[src/rtl/oldland_exec_mdu_pkg.sv]
// Shared encodings for the iterative multiply/divide unit.
// Opcode values sit alongside the ALU opcode space used by the execute stage.
package oldland_exec_mdu_pkg;

    localparam logic [1:0] MDU_OP_MUL   = 2'd0;
    localparam logic [1:0] MDU_OP_MULHU = 2'd1;
    localparam logic [1:0] MDU_OP_DIVU  = 2'd2;
    localparam logic [1:0] MDU_OP_REMU  = 2'd3;

    typedef enum logic [1:0] {
        ST_IDLE = 2'd0,
        ST_RUN  = 2'd1,
        ST_DONE = 2'd2
    } mdu_state_t;

    function automatic logic op_is_div(input logic [1:0] op);
        return (op == MDU_OP_DIVU) || (op == MDU_OP_REMU);
    endfunction

    // MULHU and REMU both take their answer from the upper datapath half.
    function automatic logic op_hi_word(input logic [1:0] op);
        return !((op == MDU_OP_MUL) || (op == MDU_OP_DIVU));
    endfunction

endpackage

[src/rtl/oldland_mdu_step.sv]
// One combinational bit-step of the shared multiply/divide datapath.
// hi/lo form a double-width register: product for multiply, remainder:quotient for divide.
module oldland_mdu_step #(
    parameter int WIDTH = 32
) (
    input  logic             i_div,
    input  logic [WIDTH-1:0] i_hi,
    input  logic [WIDTH-1:0] i_lo,
    input  logic [WIDTH-1:0] i_m,
    output logic [WIDTH-1:0] o_hi,
    output logic [WIDTH-1:0] o_lo
);

    logic [WIDTH:0] w_sum;
    logic [WIDTH:0] w_trial;
    logic [WIDTH:0] w_diff;

    assign w_sum   = {1'b0, i_hi} + (i_lo[0] ? {1'b0, i_m} : '0);
    assign w_trial = {i_hi, i_lo[WIDTH-1]};
    // Partial remainder stays below the divisor, so the top diff bit is a clean borrow.
    assign w_diff  = w_trial - {1'b0, i_m};

    always_comb begin
        o_hi = w_sum[WIDTH:1];
        o_lo = {w_sum[0], i_lo[WIDTH-1:1]};
        if (i_div) begin
            if (w_diff[WIDTH]) begin
                o_hi = w_trial[WIDTH-1:0];
                o_lo = {i_lo[WIDTH-2:0], 1'b0};
            end else begin
                o_hi = w_diff[WIDTH-1:0];
                o_lo = {i_lo[WIDTH-2:0], 1'b1};
            end
        end
    end

endmodule

[src/rtl/oldland_exec_mdu.sv]
// Iterative unsigned multiply/divide unit for the execute stage.
// Retires UNROLL bits per RUN cycle and reports completion with a one-cycle done pulse.
module oldland_exec_mdu #(
    parameter int WIDTH    = 32,
    parameter int UNROLL   = 1,
    parameter int TAG_BITS = 4
) (
    input  logic                clk,
    input  logic                rst,
    input  logic                start,
    input  logic [1:0]          op,
    input  logic [WIDTH-1:0]    a,
    input  logic [WIDTH-1:0]    b,
    input  logic [TAG_BITS-1:0] rd_sel,
    input  logic                abort,
    output logic                busy,
    output logic                done,
    output logic [WIDTH-1:0]    result,
    output logic                result_z,
    output logic [TAG_BITS-1:0] rd_sel_out,
    output logic                div_by_zero
);
    import oldland_exec_mdu_pkg::*;

    localparam int STEPS = WIDTH / UNROLL;
    localparam int CNT_W = $clog2(STEPS) + 1;

    mdu_state_t          r_state;
    mdu_state_t          w_next;
    logic [CNT_W-1:0]    r_cnt;
    logic [WIDTH-1:0]    r_hi;
    logic [WIDTH-1:0]    r_lo;
    logic [WIDTH-1:0]    r_m;
    logic [1:0]          r_op;
    logic [TAG_BITS-1:0] r_tag;
    logic [WIDTH-1:0]    r_result;
    logic                r_result_z;
    logic [TAG_BITS-1:0] r_rd_sel_out;
    logic                r_dz;

    logic                w_accept;
    logic                w_div0;
    logic                w_last;
    logic                w_div_mode;
    logic [WIDTH-1:0]    w_div0_res;
    logic [WIDTH-1:0]    w_final;
    logic [WIDTH-1:0]    w_hi [0:UNROLL];
    logic [WIDTH-1:0]    w_lo [0:UNROLL];

    // Abort outranks start, and start is only honoured while not running.
    assign w_accept   = start && !abort && (r_state != ST_RUN);
    assign w_div0     = op_is_div(op) && (b == '0);
    assign w_div0_res = op_hi_word(op) ? a : '1;
    assign w_last     = (r_state == ST_RUN) && !abort && (r_cnt == CNT_W'(1));
    assign w_div_mode = op_is_div(r_op);

    assign w_hi[0] = r_hi;
    assign w_lo[0] = r_lo;
    for (genvar g = 0; g < UNROLL; g++) begin : g_step
        oldland_mdu_step #(.WIDTH(WIDTH)) u_step (
            .i_div (w_div_mode),
            .i_hi  (w_hi[g]),
            .i_lo  (w_lo[g]),
            .i_m   (r_m),
            .o_hi  (w_hi[g+1]),
            .o_lo  (w_lo[g+1])
        );
    end
    assign w_final = op_hi_word(r_op) ? w_hi[UNROLL] : w_lo[UNROLL];

    always_ff @(posedge clk) begin
        if (rst) r_state <= ST_IDLE;
        else     r_state <= w_next;
    end

    always_comb begin
        w_next = r_state;
        case (r_state)
            ST_IDLE, ST_DONE: begin
                w_next = ST_IDLE;
                if (w_accept) w_next = w_div0 ? ST_DONE : ST_RUN;
            end
            ST_RUN: begin
                if (abort)                     w_next = ST_IDLE;
                else if (r_cnt == CNT_W'(1))   w_next = ST_DONE;
            end
            default: w_next = ST_IDLE;
        endcase
    end

    always_ff @(posedge clk) begin
        if (rst) begin
            r_cnt        <= '0;
            r_result     <= '0;
            r_result_z   <= 1'b1;
            r_rd_sel_out <= '0;
            r_dz         <= 1'b0;
        end else if (w_accept) begin
            r_dz <= w_div0;
            if (w_div0) begin
                r_cnt        <= '0;
                r_result     <= w_div0_res;
                r_result_z   <= (w_div0_res == '0);
                r_rd_sel_out <= rd_sel;
            end else begin
                r_cnt <= CNT_W'(STEPS);
            end
        end else if (r_state == ST_RUN) begin
            r_cnt <= abort ? '0 : r_cnt - CNT_W'(1);
            if (w_last) begin
                r_result     <= w_final;
                r_result_z   <= (w_final == '0);
                r_rd_sel_out <= r_tag;
            end
        end
    end

    // Operand/datapath registers carry no reset; they are always loaded on accept.
    always_ff @(posedge clk) begin
        if (w_accept) begin
            r_op  <= op;
            r_tag <= rd_sel;
            r_m   <= op_is_div(op) ? b : a;
            r_hi  <= '0;
            r_lo  <= op_is_div(op) ? a : b;
        end else if (r_state == ST_RUN) begin
            r_hi <= w_hi[UNROLL];
            r_lo <= w_lo[UNROLL];
        end
    end

    assign busy        = (r_state == ST_RUN);
    assign done        = (r_state == ST_DONE);
    assign result      = r_result;
    assign result_z    = r_result_z;
    assign rd_sel_out  = r_rd_sel_out;
    assign div_by_zero = r_dz;

endmodule

[config.mk]
export PLATFORM = sky130hd
export DESIGN_NAME = oldland_exec_mdu
export DESIGN_NICKNAME = d
export VERILOG_FILES = /design/src/rtl/oldland_exec_mdu_pkg.sv /design/src/rtl/oldland_mdu_step.sv /design/src/rtl/oldland_exec_mdu.sv
export SDC_FILE = /design/constraint.sdc
export NUM_CORES = 1
export LEC_CHECK = 0
export BUFFER_PORTS_ARGS = -buffer_cell sky130_fd_sc_hd__buf_2
export CAP_MARGIN = 15
export CORE_MARGIN = 5
export CORE_UTILIZATION = 50
export CTS_BUF_LIST = sky130_fd_sc_hd__clkbuf_4 sky130_fd_sc_hd__clkbuf_8 sky130_fd_sc_hd__clkbuf_16
export DETAILED_ROUTE_END_ITERATION = 6
export PLACE_DENSITY = 0.69
export SYNTH_ARGS = -nofsm -noshare
export SYNTH_HDL_FRONTEND = slang
export SYNTH_HIERARCHICAL = 1
export SYNTH_SLANG_ARGS = --single-unit
export TNS_END_PERCENT = 5
[constraint.sdc]
create_clock -name clk -period 4.7 [get_ports clk]
set_clock_uncertainty 0.15 [all_clocks]
set_input_delay 0.47 -clock clk [delete_from_list [all_inputs] [get_ports clk]]
set_output_delay 0.47 -clock clk [all_outputs]
set_load 0.02 [all_outputs]
# --- Word-level counts from Yosys, hierarchy flattened ---
# Index checks and enable logic that the tools add are counted.
totals:
  register_bits: 148
  latch_bits: 0
  ramBits: 0
  rom_bits: 0
  in_bits: 74
  output_inout_bits: 40
  elab_cells: 76
  memories: 0
op_classes:
  addsub: 3
  n_mul: 0
  div_mod_pow: 0
  magnitude_cmp: 0
  n_eq_ne: 10
  shifts: 0
  n_mux: 32
  bitwise_logic: 0
  reduce_logical: 20
op_table:
  columns: ["cell", "count"]
  rows:
  - ["$mux W32", 14]
  - ["$logic_not A32 Y1", 3]
  - ["$add A32 B33 Y33", 1]
  - ["$sub A33 B32 Y33", 1]
  - ["$mux W6", 4]
  - ["$mux W4", 4]
  - ["$eq A2 B2 Y1 const B", 5]
  - ["$mux W2", 4]
  - ["$eq A6 B1 Y1 const B", 1]
  - ["$logic_not A2 Y1", 3]
  - ["$sub A6 B1 Y6 const B", 1]
  - ["$logic_and A1 B1 Y1", 5]
  - ["$mux W1", 5]
  - ["$logic_or A1 B1 Y1", 4]
  - ["$ne A2 B1 Y1 const B", 2]
  - ["$pmux W2 S2", 1]
  - ["$reduce_bool A2 Y1", 2]
  - ["$ne A3 B2 Y1 const B", 1]
  - ["$reduce_and A3 Y1", 1]
  - ["$eq A2 B1 Y1 const B", 1]
  - ["$reduce_or A2 Y1", 1]
  - ["$logic_not A1 Y1", 1]

# --- Depth between registers and ports, before layout ---
# Gate-level depths: netlist (run 1).
logic_depth:
  depth_word: 8
  mapped_depth: 20
  depth_no_buf: 18

# --- Hierarchy ---
# The synthesis (run 1) kept the hierarchy.
by_module_without_submodules:
  columns: ["module", "instances", "cells_per_inst", "area_each_um2", "seq_area_each_um2"]
  rows:
  - ["oldland_exec_mdu", 1, 671, 6988.0, 3663.5]
  - ["oldland_mdu_step", 1, 676, 4678.2, 0.0]

# --- Worst setup path before layout (run 1) ---
# No wires, ideal clock.
synth_path:
  path_kind: "register to register"
  start: "reg r_m[0]"
  end: "reg r_result_z, in the netlist result_z"
  setup_time_ps: 60
  arrival_time_ps: 3928
  required_ps: 4490
  setup_slack_ps: 562
  path_stages_with_launch: 20
  n_path_buf: 2
  synth_period_minus_slack_ps: 4138
  cell_sequence: "edfxtp_1 -> ha_1 -> fa_1 -> inv_1 -> a21oi_1 -> o21ai_0 -> a21o_2 -> a21oi_2 -> o21a_1 -> or3_1 -> buf_2 -> buf_6 -> mux2i_1 -> a21oi_1 -> or4b_2 -> o22ai_1 -> o2111ai_1 -> nor3_1 -> a22o_1 -> o31a_1"
synth_rtl:
  columns: ["element", "line", "source"]
  rows:
  - ["start, declared", "oldland_exec_mdu.sv:33", "logic [WIDTH-1:0] r_m;"]
  - ["start signal, assigned", "oldland_exec_mdu.sv:123", "r_m <= op_is_div(op) ? b : a;"]
  - ["end signal, assigned", "oldland_exec_mdu.sv:103", "r_result_z <= (w_div0_res == '0);"]
  - ["end signal, assigned", "oldland_exec_mdu.sv:112", "r_result_z <= (w_final == '0);"]
  - ["end, declared", "oldland_exec_mdu.sv:37", "logic r_result_z;"]

==> results.py, run 1 <==
metrics = {
    "setup_path": {
        "start_kind": "flip-flop",
        "max_stage_delay_ps": 660,
        "critPathMaxFanout": 4,
        "crit_arrival_ps": 4770,
        "critical-path-slowest-cell": "sky130_fd_sc_hd__or4b_2",
        "timing_worst_setup_path_type": "flip-flop to flip-flop",
        "worst_ep_required_time_ps": 4930,
        "setup.worst_path.end_class": "flip-flop",
        "critical_path.cell_chain": "inv_1 > ha_1 > nor2b_1 > o2111a_1 > o211ai_1 > nand3_1 > nand3b_1 > a21o_1 > or4_1 > nand4_1 > a31oi_1 > or4b_2 > o22ai_1 > o2111ai_1 > nor3_1 > a22o_1 > o31a_1",
    },
    "yosys": {
        "netlist-cell-type-count": 76,
        "seq_area_frac_synth_pct": 31.4,
        "synth.avg_cell_area_sq_um": 8.66,
        "yosys_warnings": 6,
        "asyncSetResetFlopFracSynth_pct": 0,
        "ys_seq_elements": 148,
        "library_cell_with_the_largest_summed_area_after_synthesis": "sky130_fd_sc_hd__edfxtp_1",
        "synth.area.top_cells": "sky130_fd_sc_hd__edfxtp_1 18%, sky130_fd_sc_hd__dfxtp_1 13%, sky130_fd_sc_hd__mux2i_1 8.2%",
        "post_synthesis_net_count": 1489,
        "synthesis.instances": 1347,
        "post-synth-top-area-fraction_pct": 18.0,
        "syn-cell-area_sq_um": 11700,
        "postSynth.topFlopCell": "sky130_fd_sc_hd__dfxtp_1",
        "synth_edf_count": 70,
    },
    "detailed_routing": {
        "met2_wirelength_um": 16200,
        "drt_wl_total_um": 37700,
        "detailedRoute.firstPassIterationCount": 6,
        "via_count": 10858,
        "drtAntennaViolNets": 0,
        "wl_per_cell_um": 21.1,
        "dr.first_iter.drc_count": 1157,
        "routed-wl-met3_um": 3430,
        "maxUsedRoutingLayer": "met5",
        "drt-met1-wl_um": 17300,
        "post-route-drc-count": 0,
        "detail_route.vias_per_cell": 6.08,
    },
    "run_status": {
        "run_status": "finished clean",
    },
    "timing": {
        "post-route-worst-setup-slack_ps": 153,
        "final_min_period_over_clock_period_pct": 96.8,
        "setup_viol": 0,
        "worst_pin_slew_ps": 966,
        "max_slew_margin_pct": 35.6,
        "setup-tns-final_ps": 0,
        "clock.fmax_mhz": 220,
        "timing.final.max_slew_violations": 0,
        "final_hold_viol_count": 0,
        "fin_crit_ps": 4550,
        "setup_repair_after_global_routing_missed_its_margin": "false",
    },
    "clock_tree": {
        "clock-root-buffer": "sky130_fd_sc_hd__clkbuf_16",
        "cts_tree": "done",
        "clock_tree.buffer_depth": 2,
        "worst_skew_pair.late_latency_ps": 440,
        "cts.reportedPaths.clkPinSlew_ps": 60,
        "tritoncts_num_sinks": 148,
        "htree_levels": 4,
        "cts_made_buffers": 17,
        "postCtsSetupRepairBufs": 0,
    },
    "floorplanning": {
        "start_util_pct": 51.2,
        "chipHeight_um": 163,
        "io_pins": 114,
        "area_of_the_die_sq_um": 26500,
        "core_area_sq_um": 22800,
        "row_count": 55,
        "dieWidth_um": 163,
    },
    "grt": {
        "grt_max_degree": 94,
        "grt_usage_pct": 27.7,
        "grt_pass1_wl_um": 57900,
        "grt_pass1_vias": 10159,
        "overflow": 0,
        "antenna_found_initial": 1,
    },
    "placement": {
        "gp_routability_congestion": 1.05,
        "dpl_worst_slack_ps": 47.0,
        "placement.io_buffers": 113,
        "final_hpwl_from_detailed_placement_um": 28900,
    },
    "job": {
        "max_cap_viol_count": 0,
    },
    "final_layout": {
        "area.growth.synth_to_final_pct": 14.3,
        "layout.cells.most_common": "sky130_fd_sc_hd__nand2_1",
        "diodes": 0,
        "final_cell_mix": "163 x sky130_fd_sc_hd__nand2_1, 141 x sky130_fd_sc_hd__a21oi_1, 113 x sky130_fd_sc_hd__buf_2, 95 x sky130_fd_sc_hd__mux2i_1, 78 x sky130_fd_sc_hd__dfxtp_1",
        "layout.filler_cells": 2096,
        "layout.nets": 1601,
        "proportion_of_layout_cells_with_a_drive_suffix_above_1_pct": 19.9,
    },
    "pwr": {
        "power_density_relative_to_cell_area_nw_per_um2": 354,
        "p_leak_nw": 5.85,
        "vdd_ir_drop_max_v": 0.000276,
    },
    "hold_path": {
        "timing.hold.worst.class": "input pin to flip-flop",
    },
}
cells in the mapped netlist (all sizes together) (3+ instances only):
master,number
nand2,164
nor3,14
o21ai,64
and3,3
dfxtp,78
a21o,30
a22o,34
nor2b,10
o311ai,4
xor2,25
o211ai,5
nor3b,34
or4,4
inv,57
clkbuf,62
a211oi,7
o21bai,11
o221ai,3
o21a,8
nand2b,6
nand3,19
nand4,13
mux2i,95
buf,19
and2,38
or3,5
xnor2,29
or2,3
a311o,3
a41oi,3
a311oi,8
nor2,68
ha,66
nor4b,3
edfxtp,70
nor4,24
a21oi,143
a31oi,18
mux2,64
a221oi,4
routing by layer:
layer	global-route usage, %	up-vias
met5	0	-
li1	-	5177
met4	7.51	2
met3	6.58	62
met1	40.1	5150
met2	41.7	467
metrics by stage:
stage	util, %	hold slack (ps)	power [mW]	cells	instance area [sq um]
finish	58.5	75.9	4.72	1785	13300
global route	58.5	74.2	4.95	1785	13300
CTS	58.5	65.9	4.68	1785	13300
detailed placement	56.0	292	3.35	1753	12700
global placement	56.0	287	3.35	1753	12700
floorplan	-	310	2.74	1347	11700
state kept, by name (all words and copies together), names as in the netlist:
name	count
div_by_zero	1
r_cnt	6
r_hi	32
r_lo	32
r_m	32
r_op	2
r_state	2
r_tag	4
rd_sel_out	4
result	32
result_z	1
logic make-up after synthesis:
| family | after synthesis | share of synthesized area [%] |
|---|---|---|
| mux | 159 | 14.3 |
| fa+ha+maj | 68 | 7.42 |
| xor+xnor | 54 | 4.05 |
| simple gates | 415 | 17.8 |
| buf+inv | 139 | 5.05 |
| flops | 148 | 31.4 |
| compound gates | 364 | 20.0 |
cell type report:
cell class	count	area, sq um	area share (%)
Sequential cell	148	3660	27.5
Multi-Input combinational cell	1060	7440	55.8
Inverter	58	218	1.63
Timing Repair Buffer	174	1050	7.86
Clock buffer	18	433	3.25
Clock inverter	14	135	1.01
Tap cell	313	392	2.94
where the power goes:
group | total, mW | switching [mW] | leakage, nW | internal [mW]
Clock | 1.33 | 0.625 | 0.285 | 0.709
Combinational | 1.82 | 1.07 | 4.27 | 0.755
Sequential | 1.56 | 0.104 | 1.30 | 1.46
Total | 4.72 | 1.80 | 5.85 | 2.93
critical path, delay by kind of cell (launching register included):
family | cells | cell delay (ps)
adder cells (fa/ha/maj) | 1 | 230
AND/OR/NAND/NOR | 7 | 2050
flip-flops | 1 | 450
buffers and inverters | 1 | 110
AO/OA/AOI/OAI | 8 | 1490
what timing repair did:
item / CTS / global route
endpoints found under the setup margin: 0 / 1
resized for setup: 0 / 4
hold buffers: 0 / 0
path summary, 6_finish.rpt:
| path | from | to | slack, ps | cells after the start |
|---|---|---|---|---|
| min | rd_sel[2] | r_tag[2] | 80 | 1 |
| max reg2reg | r_m[1] | result_z | 150 | 17 |
| min reg2reg | result[7] | result[7] | 300 | 2 |
| max | r_m[1] | result_z | 150 | 17 |
No activity file was read; power rests on OpenSTA's default activity.
==> run 2: changes to the inputs <==
--- a/config.mk
+++ b/config.mk
@@ -5,13 +5,13 @@
 export SDC_FILE = /design/constraint.sdc
 export NUM_CORES = 1
 export LEC_CHECK = 0
-export BUFFER_PORTS_ARGS = -buffer_cell sky130_fd_sc_hd__buf_2
+export ABC_AREA = 1
 export CAP_MARGIN = 15
 export CORE_MARGIN = 5
-export CORE_UTILIZATION = 50
+export CORE_UTILIZATION = 45
 export CTS_BUF_LIST = sky130_fd_sc_hd__clkbuf_4 sky130_fd_sc_hd__clkbuf_8 sky130_fd_sc_hd__clkbuf_16
 export DETAILED_ROUTE_END_ITERATION = 6
-export PLACE_DENSITY = 0.69
+export DONT_BUFFER_PORTS = 1
 export SYNTH_ARGS = -nofsm -noshare
 export SYNTH_HDL_FRONTEND = slang
 export SYNTH_HIERARCHICAL = 1
==> run 2 against run 1 <==
  * Combinational power fell by 5%
  * Utilization fell by 10 points
  * Die area rose by 29%
  * Clock power rose by 13%
  * Sequential share of layout area fell by 2.5 points
  * Critical path type unchanged
  * Total power rose by 1.7%
  * Design area rose by 10%
  * First-iteration DRC count rose by 9.8%
  * Routed wire length rose by 28%
==> results.py, run 2 <==
metrics = {
    "final_layout": {
        "proportion_of_layout_cells_with_a_drive_suffix_above_1_pct": 4.84,
        "layout.nets": 2362,
        "layout.cells.most_common": "sky130_fd_sc_hd__nand2_1",
        "final_cell_mix": "757 x sky130_fd_sc_hd__nand2_1, 343 x sky130_fd_sc_hd__inv_1, 191 x sky130_fd_sc_hd__o21ai_0, 176 x sky130_fd_sc_hd__nor2_1, 140 x sky130_fd_sc_hd__nand3_1",
        "diodes": 0,
        "area.growth.synth_to_final_pct": 6.51,
        "fin_util_pct": 48.3,
    },
    "grt": {
        "grt_max_degree": 161,
        "overflow": 0,
        "grt_pass1_vias": 13428,
        "antenna_found_initial": 0,
        "grt_usage_pct": 28.3,
        "grt_pass1_wl_um": 75600,
    },
    "setup_path": {
        "critPathMaxFanout": 10,
        "crit_arrival_ps": 4240,
        "setup.worst_path.end_class": "flip-flop",
        "reg2reg_slack_ps": 690,
        "timing_worst_setup_path_type": "flip-flop to flip-flop",
        "cp_common_cell": "sky130_fd_sc_hd__nand2_1",
        "start_kind": "flip-flop",
        "critical_path.cell_chain": "nand2_1 > inv_1 > ha_1 > fa_1 > nand2_1 > nand2_1 > o21ai_0 > o21ai_0 > nand3b_1 > nand2_1 > or2_2 > nand3_1 > nand2_1 > inv_1 > nand2_1 > nand2_1 > nand2_1 > nor2_1 > nand2_1 > nor2_1 > nand3_1 > nand2_1 > nand2_1 > nand2_1",
        "timing.critical_path.buf_inv": 2,
        "worst_ep_required_time_ps": 4930,
        "critical-path-slowest-cell": "sky130_fd_sc_hd__edfxtp_1",
        "max_stage_delay_ps": 560,
        "crit_family": "simple AND/OR/NAND/NOR gates",
    },
    "yosys": {
        "ys_seq_elements": 148,
        "synth_edf_count": 70,
        "post_synth_most_frequent_cells": "758 x sky130_fd_sc_hd__nand2_1, 343 x sky130_fd_sc_hd__inv_1, 191 x sky130_fd_sc_hd__o21ai_0",
        "post_synthesis_net_count": 2411,
        "netlist-cell-type-count": 49,
        "post-synth-top-area-fraction_pct": 20.6,
        "synth.avg_cell_area_sq_um": 6.08,
        "yosys_warnings": 6,
        "postSynth.topFlopCell": "sky130_fd_sc_hd__dfxtp_1",
        "syn-cell-area_sq_um": 13800,
        "asyncSetResetFlopFracSynth_pct": 0,
        "library_cell_with_the_largest_summed_area_after_synthesis": "sky130_fd_sc_hd__nand2_1",
        "seq_area_frac_synth_pct": 26.6,
        "yosysMostFrequentCell": "sky130_fd_sc_hd__nand2_1",
        "synth.area.top_cells": "sky130_fd_sc_hd__nand2_1 21%, sky130_fd_sc_hd__edfxtp_1 15%, sky130_fd_sc_hd__dfxtp_1 11%",
        "synthesis.instances": 2269,
    },
    "timing": {
        "setup_repair_after_global_routing_missed_its_margin": "false",
        "worst_pin_slew_ps": 1030,
        "final_hold_viol_count": 0,
        "final_min_period_over_clock_period_pct": 85.4,
        "clock.fmax_mhz": 249,
        "fin_crit_ps": 4010,
        "setup-tns-final_ps": 0,
        "setup_viol": 0,
        "timing.final.max_slew_violations": 0,
        "max_slew_margin_pct": 31.3,
    },
    "floorplanning": {
        "chipHeight_um": 185,
        "area_of_the_die_sq_um": 34300,
        "row_count": 64,
        "core_area_sq_um": 30400,
        "start_util_pct": 45.3,
        "dieWidth_um": 185,
        "io_pins": 114,
    },
    "pwr": {
        "vdd_ir_drop_max_v": 0.000270,
        "p_leak_nw": 7.53,
        "power_density_relative_to_cell_area_nw_per_um2": 327,
    },
    "detailed_routing": {
        "dr.first_iter.drc_count": 1270,
        "drt_wl_total_um": 48300,
        "detail_route.vias_per_cell": 5.41,
        "detailedRoute.firstPassIterationCount": 6,
        "wl_per_cell_um": 18.4,
        "drtAntennaViolNets": 0,
        "via_count": 14228,
        "post-route-drc-count": 0,
    },
    "placement": {
        "gp_routability_congestion": 0.954,
        "placement.io_buffers": 0,
        "final_hpwl_from_detailed_placement_um": 38400,
    },
    "clock_tree": {
        "clock_tree.buffer_depth": 2,
        "htree_levels": 4,
        "worst_skew_pair.late_latency_ps": 430,
        "cts.reportedPaths.clkPinSlew_ps": 70,
        "tritoncts_num_sinks": 148,
        "clock-root-buffer": "sky130_fd_sc_hd__clkbuf_16",
        "cts_made_buffers": 17,
        "post_cts.resized_instances": 0,
        "cts_tree": "done",
    },
    "hold_path": {
        "timing.hold.worst.class": "input pin to flip-flop",
    },
    "run_status": {
        "run_status": "finished clean",
    },
    "job": {
        "max_cap_viol_count": 0,
    },
}
-- run 2: cell count changes after synthesis, sizes merged, moves of 39 or more --
| cell | delta |
|---|---|
| nand2 | +621 |
| inv | +296 |
| o21ai | +135 |
| nand3 | +131 |
| nor2 | +116 |
| mux2i | -95 |
| mux2 | -64 |
| nand3b | +46 |
| a21oi | -39 |
-- run 2: layout make-up --
type / count / area (sq um)
clock buffers: 22 / 499
multi-input cells: 1681 / 8380
flip-flops and latches: 148 / 3660
repair buffers: 17 / 178
clock inverters: 10 / 141
inverters: 355 / 1330
well taps: 396 / 495
fillers: 3265 / 15700
-- run 2: cell families (layout without fill, tap and decap cells) --
| group | count (synthesis) | in the layout | share of synthesized area, % |
|---|---|---|---|
| and+or+nand+nor | 1222 | 1222 | 38.3 |
| xor gates and xnor gates | 15 | 15 | 0.952 |
| adders and majority gates | 68 | 68 | 6.28 |
| AOI/OAI and AO/OA | 376 | 376 | 15.1 |
| DFF | 148 | 148 | 26.6 |
| buffers and inverters | 440 | 404 | 12.8 |
-- run 2: where the power goes --
group	switching [mW]	internal [mW]
Sequential	0.114	1.46
Clock	0.582	0.919
Combinational	1.17	0.556
-- run 2: worst paths after layout --
| path | start | endpoint | depth (start not counted) |
|---|---|---|---|
| min reg2reg | r_cnt[3] | r_cnt[3] | 2 |
| min | b[31] | r_m[31] | 2 |
| max reg2reg | r_lo[0] | result_z | 24 |
| max | r_lo[0] | result_z | 24 |
-- run 2: worst register-to-register path, cell delays in order (launching register included) --
cell and delay [ps]:
sky130_fd_sc_hd__edfxtp_1 560, sky130_fd_sc_hd__nand2_1 130, sky130_fd_sc_hd__inv_1 50, sky130_fd_sc_hd__ha_1 250, sky130_fd_sc_hd__fa_1 560, sky130_fd_sc_hd__nand2_1 120, sky130_fd_sc_hd__nand2_1 50, sky130_fd_sc_hd__o21ai_0 140
sky130_fd_sc_hd__o21ai_0 310, sky130_fd_sc_hd__nand3b_1 180, sky130_fd_sc_hd__nand2_1 130, sky130_fd_sc_hd__or2_2 290, sky130_fd_sc_hd__nand3_1 70, sky130_fd_sc_hd__nand2_1 70, sky130_fd_sc_hd__inv_1 90, sky130_fd_sc_hd__nand2_1 60
sky130_fd_sc_hd__nand2_1 120, sky130_fd_sc_hd__nand2_1 60, sky130_fd_sc_hd__nor2_1 160, sky130_fd_sc_hd__nand2_1 90, sky130_fd_sc_hd__nor2_1 90, sky130_fd_sc_hd__nand3_1 80, sky130_fd_sc_hd__nand2_1 70, sky130_fd_sc_hd__nand2_1 40
sky130_fd_sc_hd__nand2_1 60
-- run 2: per-layer routing --
layer | vias up | wire [um] | track usage, %
li1 | 7171 | - | -
met1 | 6496 | 22400 | 40.3
met2 | 499 | 20900 | 43.8
met3 | 62 | 3820 | 5.89
met4 | 0 | 1160 | 7.49
met5 | - | 0 | 0
-- run 2: stage by stage --
stage | area, sq um | hold WS, ps | power, mW | setup slack [ps] | instances
6_report | 14700 | 89.5 | 4.80 | 686 | 2629
5_1_grt | 14700 | 83.3 | 5.11 | 371 | 2629
4_1_cts | 14700 | 70.5 | 4.80 | 668 | 2629
3_5_place_dp | 14000 | 305 | 3.29 | 693 | 2590
3_3_place_gp | 14000 | 293 | 3.28 | 783 | 2589
2_1_floorplan | 13800 | 283 | 2.83 | 1630 | 2269
-- run 2: timing repair --
item,in CTS,in global routing
hold endpoints to repair,12,0
hold buffers,7,0
buffers inserted,0,0
==> run 3: changes to the inputs <==
==> constraint.sdc (replaced) <==
create_clock -name clk -period 3.6 [get_ports clk]
set_clock_uncertainty 0.15 [all_clocks]
set_input_delay 0.36 -clock clk [delete_from_list [all_inputs] [get_ports clk]]
set_output_delay 0.36 -clock clk [all_outputs]
set_load 0.02 [all_outputs]
==> run 3 against run 2 <==
  * Non-clock buffer count up 85
  * First-iteration DRC count down 0.71%
  * Sequential power up 31%
  * Routed wire length up 3.3%
  * Sequential cell count unchanged
  * Worst hold slack worse by 79 ps
  * Die area unchanged
  * Total power up 39%
  * Sequential share of layout area down 1.8 points
  * Clock power up 33%
  * Via count up 2.5%
==> results.py, run 3 (synthesis results as in run 2) <==
metrics = {
    "run_status": {
        "run_status": "finished clean",
    },
    "grt": {
        "grt_pass1_wl_um": 77500,
        "grt_usage_pct": 29.0,
        "overflow": 0,
        "grt_pass1_vias": 13843,
        "met2_track_utilization_from_global_routing_pct": 47.1,
        "global_route.peak_usage_layer": "met2",
        "antenna_found_initial": 0,
        "gr-usage-met1_pct": 40.0,
        "grt_max_degree": 137,
        "global_route.usage.met3_pct": 5.83,
    },
    "detailed_routing": {
        "dr.first_iter.drc_count": 1261,
        "detailedRoute.firstPassIterationCount": 6,
        "drtAntennaViolNets": 0,
        "via_count": 14579,
        "wl_per_cell_um": 18.4,
        "post-route-drc-count": 0,
        "drt_wl_total_um": 49900,
        "detail_route.vias_per_cell": 5.37,
    },
    "setup_path": {
        "timing_worst_setup_path_type": "flip-flop to flip-flop",
        "start_kind": "flip-flop",
        "critPathMaxFanout": 9,
        "regToRegStartpoint": "r_m[0]",
        "reg2reg_slack_ps": 200,
        "setup.worst_path.end_class": "flip-flop",
        "r2r_cells": 27,
        "cp_common_cell": "sky130_fd_sc_hd__nand2_1",
        "worst_ep_required_time_ps": 3830,
        "critical-path-slowest-cell": "sky130_fd_sc_hd__fa_2",
        "max_stage_delay_ps": 440,
        "critical_path.reg2reg.endpoint": "result_z",
        "crit_arrival_ps": 3630,
    },
    "timing": {
        "worst_pin_slew_ps": 947,
        "final_hold_viol_count": 0,
        "timing.final.max_slew_violations": 0,
        "clock.fmax_mhz": 294,
        "setup-tns-final_ps": 0,
        "final_min_period_over_clock_period_pct": 94.4,
        "post-route-worst-setup-slack_ps": 202,
        "fin_crit_ps": 3400,
        "setup_viol": 0,
        "max_slew_margin_pct": 36.8,
    },
    "clock_tree": {
        "clock-root-buffer": "sky130_fd_sc_hd__clkbuf_16",
        "htree_levels": 4,
        "clock_tree.buffer_depth": 2,
        "worst_skew_pair.late_latency_ps": 430,
        "cts_tree": "done",
        "tritoncts_num_sinks": 148,
        "cts_made_buffers": 17,
        "cts.reportedPaths.clkPinSlew_ps": 70,
    },
    "final_layout": {
        "layout.cells.most_common": "sky130_fd_sc_hd__nand2_1",
        "layout.filler_cells": 3185,
        "post_layout_instance_area_sq_um": 15800,
        "proportion_of_layout_cells_with_a_drive_suffix_above_1_pct": 11.1,
        "area.growth.synth_to_final_pct": 14.8,
        "diodes": 0,
        "instances_no_fill": 2715,
        "layout.nets": 2448,
        "final_cell_mix": "734 x sky130_fd_sc_hd__nand2_1, 337 x sky130_fd_sc_hd__inv_1, 177 x sky130_fd_sc_hd__o21ai_0, 168 x sky130_fd_sc_hd__nor2_1, 131 x sky130_fd_sc_hd__nand3_1",
    },
    "hold_path": {
        "worstHoldEndpoint": "r_lo[9]",
        "beginning_of_the_worst_hold_path": "b[9]",
        "timing.hold.worst.class": "input pin to flip-flop",
        "timing.hold.worst_path_depth": 2,
    },
    "floorplanning": {
        "area_of_the_die_sq_um": 34300,
        "io_pins": 114,
        "chipHeight_um": 185,
        "core_area_sq_um": 30400,
        "dieWidth_um": 185,
        "row_count": 64,
        "start_util_pct": 45.3,
    },
    "placement": {
        "place.detailed.instances": 2643,
        "detailed_place.area_sq_um": 14400,
        "placement.io_buffers": 0,
        "final_hpwl_from_detailed_placement_um": 39200,
        "gp_routability_congestion": 0.994,
        "dpl_worst_slack_ps": -89.4,
    },
    "pwr": {
        "total_design_power_mw": 6.70,
        "p_leak_nw": 7.98,
        "vdd_ir_drop_max_v": 0.000330,
        "power_density_relative_to_cell_area_nw_per_um2": 423,
    },
    "job": {
        "max_cap_viol_count": 0,
    },
}
-- run 3: cell count changes in the layout (fill, tap and decap cells not counted), sizes merged, moves of 3 or more --
cell and change:
clkinv +4, buf +70, clkinvlp -3, dlygate4sd3 +14
-- run 3: worst max path at each step --
stage          startpoint  depth (start not counted)  slack [ps]       end
2_1_floorplan     r_lo[0]                         25         530  result_z
3_3_place_gp       r_m[0]                         27         -80  result_z
3_5_place_dp       r_m[0]                         27         -90  result_z
4_1_cts            r_m[0]                         27          20  result_z
5_1_grt           r_lo[0]                         24         -40  result_z
6_report           r_m[0]                         27         200  result_z
-- run 3: through the flow --
step / hold slack, ps / utilization [%]
global placement: 281 / 47.4
detailed placement: 283 / 47.4
CTS: 0.197 / 50.3
global route: 4.71 / 52.1
floorplan: 279 / -
finish: 10.4 / 52.1
-- run 3: critical path, delay by kind of cell, from the launching register on --
kind,cells,cell delay (ps)
flops,1,400
fa+ha+maj,2,660
simple gates,23,1930
buf+inv,2,180
-- run 3: repair_timing --
item	CTS	global route
endpoints found under the hold margin	27	0
hold buffers	21	0
resized for setup	1	108
buffers inserted	3	14
setup endpoints to repair	2	14
pin swaps	1	30
cloned	0	2
-- run 3: layout make-up --
cell class	instances	area (sq um)	share of cell area [%]
multi-input cells	1682	8740	55.2
repair buffers	102	947	5.98
well taps	396	495	3.13
clock buffers	22	522	3.29
inverters	355	1330	8.41
flip-flops and latches	148	3660	23.1
clock inverters	10	139	0.877
-- run 3: per-layer routing --
| layer | share of wire [%] | up-vias |
|---|---|---|
| li1 | - | 7352 |
| met5 | 0 | - |
| met4 | 2.4 | 0 |
| met1 | 44 | 6650 |
| met2 | 44 | 508 |
| met3 | 8.6 | 69 |
-- run 3: where the power goes --
part | internal, mW | switching, mW
combinational | 0.973 | 1.69
clock | 1.24 | 0.750
sequential | 1.91 | 0.142
